`config.mk`:
```
export PLATFORM = sky130hd
export DESIGN_NAME = exe_mem_stage
export DESIGN_NICKNAME = d
export VERILOG_FILES = /design/src/rtl/exe_mem_stage.sv
export SDC_FILE = /design/constraint.sdc
export NUM_CORES = 1
export LEC_CHECK = 0
export ABC_AREA = 1
export BUFFER_PORTS_ARGS = -buffer_cell sky130_fd_sc_hd__buf_2
export CORE_ASPECT_RATIO = 0.75
export CORE_UTILIZATION = 43
export DETAILED_ROUTE_END_ITERATION = 7
export PLACE_DENSITY_LB_ADDON = 0.12
export RECOVER_POWER = 50
export SYNTH_ARGS = -nofsm -noshare
export SYNTH_HDL_FRONTEND = slang
export SYNTH_SLANG_ARGS = --single-unit
```
`constraint.sdc`:
```
create_clock -name clk -period 1.7 [get_ports clk]
set_clock_uncertainty 0.15 [all_clocks]
set_input_delay 0.085 -clock clk [delete_from_list [all_inputs] [get_ports clk]]
set_output_delay 0.085 -clock clk [all_outputs]
set_load 0.01 [all_outputs]
```
`src/rtl/exe_mem_stage.sv`:
```
// exe_mem_stage: EXE -> MEM pipeline register with a valid/ready handshake.
//
// This stage holds the ALU result, store data and control bits of each
// accepted instruction until the MEM stage takes them. The result and store
// data pass through bit-exact. The architectural status register {Z,C,N,V}
// is written when an S-instruction is accepted, not when it retires, so
// carry_out follows the newest flag-setting instruction even while MEM stalls.
//
// Configuration macro: SKID_BUFFER_EN
//   undefined (default) : 1-entry register, combinational
//                         in_ready = out_ready | !out_valid
//   defined             : 2-entry queue (head + skid), registered
//                         in_ready = !(occupancy == 2)
module exe_mem_stage #(
  parameter int WORD_WIDTH = 32
) (
  input  logic                  clk,
  input  logic                  rst,
  input  logic                  in_valid,
  output logic                  in_ready,
  input  logic                  flush,
  input  logic                  wb_en_in,
  input  logic                  mem_r_en_in,
  input  logic                  mem_w_en_in,
  input  logic                  s_in,
  input  logic [3:0]            dest_in,
  input  logic [WORD_WIDTH-1:0] alu_result_in,
  input  logic [WORD_WIDTH-1:0] st_val_in,
  input  logic [3:0]            sr_in,
  output logic                  out_valid,
  input  logic                  out_ready,
  output logic                  wb_en,
  output logic                  mem_r_en,
  output logic                  mem_w_en,
  output logic [3:0]            dest,
  output logic [WORD_WIDTH-1:0] alu_result,
  output logic [WORD_WIDTH-1:0] st_val,
  output logic [3:0]            status,
  output logic                  carry_out
);

  // One queued instruction as seen by the MEM stage.
  typedef struct packed {
    logic                  wb_en;
    logic                  mem_r_en;
    logic                  mem_w_en;
    logic [3:0]            dest;
    logic [WORD_WIDTH-1:0] alu_result;
    logic [WORD_WIDTH-1:0] st_val;
  } entry_t;

  localparam int     ENTRY_W    = $bits(entry_t);
  localparam entry_t ENTRY_ZERO = entry_t'({ENTRY_W{1'b0}});

  // An emptied head keeps its data but must never enable writeback or memory.
  function automatic entry_t drop_ctrl(input entry_t e);
    entry_t r;
    r          = e;
    r.wb_en    = 1'b0;
    r.mem_r_en = 1'b0;
    r.mem_w_en = 1'b0;
    return r;
  endfunction

  entry_t     in_entry_s;
  entry_t     head_r;
  entry_t     head_next_s;
  logic       head_valid_r;
  logic       head_valid_next_s;
  logic [3:0] status_r;
  logic [3:0] status_next_s;
  logic       in_ready_s;
  logic       accept_s;
  logic       retire_s;

  assign in_entry_s.wb_en      = wb_en_in;
  assign in_entry_s.mem_r_en   = mem_r_en_in;
  assign in_entry_s.mem_w_en   = mem_w_en_in;
  assign in_entry_s.dest       = dest_in;
  assign in_entry_s.alu_result = alu_result_in;
  assign in_entry_s.st_val     = st_val_in;

  // Handshake qualifiers: flushed inputs are never accepted.
  always_comb begin
    accept_s = in_valid & in_ready_s & ~flush;
    retire_s = head_valid_r & out_ready;
  end

  // Status follows every accepted flag-setting instruction.
  always_comb begin
    status_next_s = status_r;
    if (accept_s && s_in) begin
      status_next_s = sr_in;
    end else begin
      status_next_s = status_r;
    end
  end

`ifdef SKID_BUFFER_EN

  entry_t     skid_r;
  entry_t     skid_next_s;
  logic [1:0] occ_r;
  logic [1:0] occ_next_s;
  logic       in_ready_r;
  logic       in_ready_next_s;

  assign in_ready_s = in_ready_r;

  // Two-entry queue: head feeds MEM, skid catches the entry behind it.
  always_comb begin
    head_next_s = head_r;
    skid_next_s = skid_r;
    occ_next_s  = occ_r;
    case ({accept_s, retire_s})
      2'b10: begin
        case (occ_r)
          2'd0: begin
            head_next_s = in_entry_s;
            occ_next_s  = 2'd1;
          end
          2'd1: begin
            skid_next_s = in_entry_s;
            occ_next_s  = 2'd2;
          end
          default: begin
            occ_next_s = occ_r;
          end
        endcase
      end
      2'b01: begin
        case (occ_r)
          2'd1: begin
            head_next_s = drop_ctrl(head_r);
            occ_next_s  = 2'd0;
          end
          2'd2: begin
            head_next_s = skid_r;
            occ_next_s  = 2'd1;
          end
          default: begin
            occ_next_s = occ_r;
          end
        endcase
      end
      2'b11: begin
        case (occ_r)
          2'd1: begin
            head_next_s = in_entry_s;
          end
          2'd2: begin
            head_next_s = skid_r;
            skid_next_s = in_entry_s;
          end
          default: begin
            occ_next_s = occ_r;
          end
        endcase
      end
      default: begin
        occ_next_s = occ_r;
      end
    endcase
    head_valid_next_s = (occ_next_s != 2'd0);
    in_ready_next_s   = (occ_next_s != 2'd2);
  end

  // Skid-side state; ready comes from a flop so it never depends on out_ready.
  always_ff @(posedge clk) begin
    if (rst) begin
      skid_r     <= ENTRY_ZERO;
      occ_r      <= 2'd0;
      in_ready_r <= 1'b1;
    end else begin
      skid_r     <= skid_next_s;
      occ_r      <= occ_next_s;
      in_ready_r <= in_ready_next_s;
    end
  end

`else

  assign in_ready_s = out_ready | ~head_valid_r;

  // Single register: a new entry may replace the head in the cycle it retires.
  always_comb begin
    head_next_s       = head_r;
    head_valid_next_s = head_valid_r;
    case ({accept_s, retire_s})
      2'b10, 2'b11: begin
        head_next_s       = in_entry_s;
        head_valid_next_s = 1'b1;
      end
      2'b01: begin
        head_next_s       = drop_ctrl(head_r);
        head_valid_next_s = 1'b0;
      end
      default: begin
        head_valid_next_s = head_valid_r;
      end
    endcase
  end

`endif

  // Head entry and status register; reset overrides any handshake activity.
  always_ff @(posedge clk) begin
    if (rst) begin
      head_r       <= ENTRY_ZERO;
      head_valid_r <= 1'b0;
      status_r     <= 4'b0000;
    end else begin
      head_r       <= head_next_s;
      head_valid_r <= head_valid_next_s;
      status_r     <= status_next_s;
    end
  end

  assign in_ready   = in_ready_s;
  assign out_valid  = head_valid_r;
  assign wb_en      = head_r.wb_en;
  assign mem_r_en   = head_r.mem_r_en;
  assign mem_w_en   = head_r.mem_w_en;
  assign dest       = head_r.dest;
  assign alu_result = head_r.alu_result;
  assign st_val     = head_r.st_val;
  assign status     = status_r;
  assign carry_out  = status_r[2];

endmodule

```
* Word level (Yosys, flattened, before mapping)
Index checks and enable logic that the tools add are counted.
Word-level totals: register bits after elaboration 76, logic and storage cells 24, bits of input ports 81, bits in latches 0, memories kept 0, ROM bits 0, memory bits (writable) 0, output and inout bits 78
Cells by class: magnitude comparators 0, divide/modulo/power cells 0, bitwise logic cells 7, multiplexer cells 2, eq/ne operators 3, reductions and logical operators 4, shift operators 0, multiply operators 0, add/sub/neg operators 0
Operators by type and width (number):
- $pmux 71 s2 | 1
- $eq 2x2->1 const B | 2
- $and 1x1->1 | 3
- $not 1->1 | 3
- $eq 2x1->1 const B | 1
- $pmux 1 s2 | 1
- $reduce_and 2->1 | 1
- $reduce_bool 2->1 | 1
- $reduce_or 2->1 | 1
- $logic_and 1x1->1 | 1
- $or 1x1->1 | 1

* Longest topological paths before layout
word-level depth 7, mapped depth 6, depth with buffers taken out 6

* Worst setup path before layout
OpenSTA, ideal clock, no wires.
path type flip-flop to flip-flop, start point register head_valid_r, in the netlist out_valid, end point register head_r (netlist bit alu_result[0]), required time 1434 ps, data arrival time 982 ps, cell stages (with the launch flop) 7, setup time 116 ps, setup slack 452 ps, clock period less this slack 1248 ps, path buffers 1, path through dfxtp_1 > inv_1 > nor2_1 > nor2_4 > buf_4 > nor2_1 > nor2_1
On the way: longest elaborated chain between the ends 7, elaborated cells between the ends (all ways) 11, those cells by class 3 x eq/ne; 6 x bitwise; 2 x reduce/logical
Ends and longest elaborated chain:
- start: declaration | RTL line 68 | logic head_valid_r;
- start signal: assignment | RTL line 214 | head_valid_r <= head_valid_next_s;
- $not 1->1 | RTL line 183 | assign in_ready_s = out_ready | ~head_valid_r;
- $or 1x1->1 | RTL line 183
- $and 1x1->1 (2 in a row) | RTL line 85 | accept_s = in_valid & in_ready_s & ~flush;
- $eq 2x2->1 or $eq 2x1->1 (tied branches) | RTL line 189 | case ({accept_s, retire_s})
- $reduce_or 2->1 or $not 1->1 (tied branches)
- $reduce_and 2->1 (no source line) (*)
- end signal: assignment | RTL line 213 | head_r <= head_next_s;
- end: declaration | RTL line 66 | entry_t head_r;
Mark *: on every way between the ends. The rest lies on a longest branch, timed or not. A chain may end at the register's enable or synchronous reset.

* Worst setup path after layout
start point input in_valid, end point register head_r (netlist bit alu_result[21])
On the way: longest elaborated chain between the ends 5, elaborated cells between the ends (all ways) 8, those cells by class 3 x eq/ne; 3 x bitwise; 2 x reduce/logical
Ends and longest elaborated chain:
- start: declaration | RTL line 19 | input logic in_valid,
- $and 1x1->1 (*) (2 in a row) | RTL line 85
- $eq 2x2->1 or $eq 2x1->1 (tied branches) | RTL line 189
- $reduce_or 2->1 or $not 1->1 (tied branches)
- $reduce_and 2->1 (no source line) (*)
Marks and branches as above.

==> run_results.csv <==
group,metric,value,unit
setup_path,crit_required,1.77,ns
cts,numCtsBuffers,9,
sta,worstMarginPinSlew,0.3834,ns
worst_hold_path,worstHoldPathCells,4,
setup_path,regToRegEndpoint,"alu_result[21]$_SDFFE_PP0P_",
yosys,seq_area_frac_synth,56.17,%
cts,clock-sinks,76,
layout,drive_gt1_share,18.79,%
setup_path,critical_path_cell_count,8,
route,drc,0,
pwr,p_clk_share,37.4,%
layout,area_delta_synth_final,65.03,%
cts,clockBufferDepth,2,
yosys,synth_area_leaders,"dfxtp_1 56%, nor2_1 20%, o21ai_0 10%",
route,post_drt_via_cell_ratio,4.611,
setup_path,start_kind,"input port",
yosys,ys_ff_latch,76,
cts,root_buffer,"clkbuf_8",
pwr,vdd_drop_max,608.4,µV
layout,fillCellCount,495,
worst_hold_path,hold_class,"input port to flop",
layout,layout.nets,658,
setup_path,rrSetupSlack,0.25,ns
yosys,yosysTopAreaCell,"dfxtp_1",
grt,grt_max_degree,37,
yosys,syn-mean-instance-area,7.852,µm²
sta,slew_violations,0,
yosys,synth_top_area_share,56.17,%
pwr,powerDensity,944.9,nW/µm²
setup_path,critical_path_buf_inv_count,4,
die,die_w,93.65,µm
setup_path,crit_type,"input port to flop",
layout,n_antenna_cell,0,
cts,cts_tree,"done",
route,firstDrtPassIters,4,
grt,grt_pass1_vias,2937,
setup_path,critPathTopFamily,"buffers and inverters",
setup_path,r2r_cells,5,
layout,final_util,75.19,%
route,final_antenna_net_count,0,
die,die_area,6624,µm²
sta,fin_crit_sh,91.48,%
place,portBuffers,158,
grt,grt_usage,25.45,%
layout,finish.instance_area,4471,µm²
sta,holdWs,0.09897,ns
sta,period_needed,1.555,ns
pwr,swShare,24.36,%
pwr,seq_power_share,46.4,%
pwr,internal_power,3.195,mW
pwr,power.switching,1.029,mW
route,wire_per_inst,12.58,µm
die,ios,159,
place,place_congestion,0.7357,
yosys,yosys_warnings,0,
cts,htreeDepth,3,
setup_path,arrival,1.63,ns
yosys,syn_area,2709,µm²
place,placed_area,3550,µm²
cts,insertion_delay,0.33,ns
place,place_hpwl,4891,µm
status,status,"finished, final reports clean",
run,max_cap_violations,0,
pwr,total_leakage_power,1.930,nW
setup_path,cp_max_fo,34,
grt,grt_pass1_wl,13090,µm
sta,fmax,643.0,MHz
route,wl,8280,µm
yosys,netlist_instances,345,
die,core_area,5946,µm²
sta,relSlewSlack,74.44,%
yosys,syn_nets,426,
worst_hold_path,whs_endpoint,"status[3]$_SDFFE_PP0P_",
route,vias,3034,
cts,post_cts_resized,0,
grt,antenna_found_initial,0,
worst_hold_path,min_from,"s_in",
sta,rsz0062_at_grt,"false",
setup_path,end_kind,"flop",
pwr,power_frac_comb,16.2,%
yosys,synth.distinct_cells,18,
die,placementRows,24,
setup_path,worstReg2RegStart,"out_valid$_SDFFE_PP0P_",
grt,globalRoute.totalOverflow,0,
sta,setup_violations,0,
sta,tns,0,ns
setup_path,path_cells,"dlygate4sd3_1 -> buf_2 -> inv_1 -> nor2_2 -> nand2_2 -> buf_12 -> o21ai_0 -> nor2_1",
die,start_util,45.56,%
cts,clk_pin_slew_worst_paths,0.07,ns
sta,hold_viol,0,
route,drt_iter0_markers,97,
setup_path,slowest_stage,"dlygate4sd3_1",
setup_path,max_stage_delay,0.52,ns
die,die_height,70.74,µm
## area by class of cell
cell class,instances,area (µm²),share of cell area [%]
Inverter,9,33.78,0.7557
Clock buffer,9,123.9,2.771
Tap cell,78,97.59,2.183
Sequential cell,76,1521,34.03
Multi-Input combinational cell,238,1011,22.61
Clock inverter,5,102.6,2.295
Timing Repair Buffer,243,1580,35.35
## worst min-delay path: stages
cell and delay (ns):
buf_2 0.10, nand3_1 0.22, nor2_1 0.07, nor2_1 0.08
## per-stage QoR
stage / cells / setup slack [ns] / power [mW]
floorplan: 345 / 0.4520 / 2.301
global placement: 565 / 0.3547 / 2.545
detailed placement: 565 / 0.2919 / 2.561
CTS: 658 / 0.1901 / 4.283
global route: 658 / 0.08177 / 4.434
finish: 658 / 0.1449 / 4.224
## synth_stat cells
master,number
dfxtp_1,76
clkbuf_2,5
a21oi_1,4
o21ai_0,56
nor2_1,145
nor2_2,1
inv_2,1
o21ai_1,12
clkbuf_1,7
nor2_4,1
nand2_2,5
nand3_1,4
buf_6,5
buf_2,1
clkinv_1,1
inv_1,7
nand2_1,10
buf_4,4
## cell usage in the layout (no fill, tap or decap)
cell type / count
clkbuf_1: 77
nor2_1: 145
a21oi_1: 4
nand3_1: 4
dlygate4sd3_1: 79
nor2_2: 1
inv_1: 7
o21ai_0: 56
nand2_1: 10
clkinvlp_4: 1
clkbuf_8: 9
buf_4: 2
buf_2: 81
o21ai_1: 12
dfxtp_1: 76
clkinv_1: 1
nand2_2: 5
bufinv_16: 3
buf_12: 4
inv_2: 1
clkinv_2: 1
nor2_4: 1
## layer usage
| layer | up-vias | wire (µm) | global-route usage [%] |
|---|---|---|---|
| li1 | 1553 | - | - |
| met1 | 1362 | 3504 | 27.79 |
| met2 | 111 | 4169 | 46.08 |
| met3 | 8 | 517 | 8.710 |
| met4 | 0 | 89 | 8.718 |
| met5 | - | 0 | 0 |
## repair_timing
item                       in CTS  in global routing
setup endpoints to repair       0                  0
hold buffers                   79                  0
hold endpoints to repair       76                  0
buffers inserted                0                  0
## state kept, by name, summed over array words and instances, names as in the netlist
signal / flops
wb_en: 1
out_valid: 1
mem_w_en: 1
status: 4
alu_result: 32
mem_r_en: 1
dest: 4
st_val: 32
## power groups by stage
stage | Combinational [mW] | Sequential [mW] | Clock [mW]
floorplan | 0.247 | 2.05 | 0
global placement | 0.555 | 1.99 | 0
detailed placement | 0.565 | 2.00 | 0
CTS | 0.706 | 1.96 | 1.62
global route | 0.761 | 1.97 | 1.70
finish | 0.685 | 1.96 | 1.58
## cell families (layout without fill, tap and decap cells)
kind of cell,count (synthesis),count (layout),share of synthesized area [%]
AOI/OAI and AO/OA,72,72,13.30
buffers and inverters,31,266,6.512
DFF,76,76,56.17
and+or+nand+nor,166,166,24.02
## worst max path at each step
stage,from,endpoint
floorplan,out_valid$_SDFFE_PP0P_,alu_result[0]$_SDFFE_PP0P_
global route,out_ready,st_val[4]$_SDFFE_PP0P_
finish,in_valid,alu_result[21]$_SDFFE_PP0P_
global placement,out_valid$_SDFFE_PP0P_,mem_w_en$_SDFFE_PP0P_
CTS,in_valid,st_val[18]$_SDFFE_PP0P_
detailed placement,out_valid$_SDFFE_PP0P_,st_val[18]$_SDFFE_PP0P_
(Power assumes the default switching activity.)
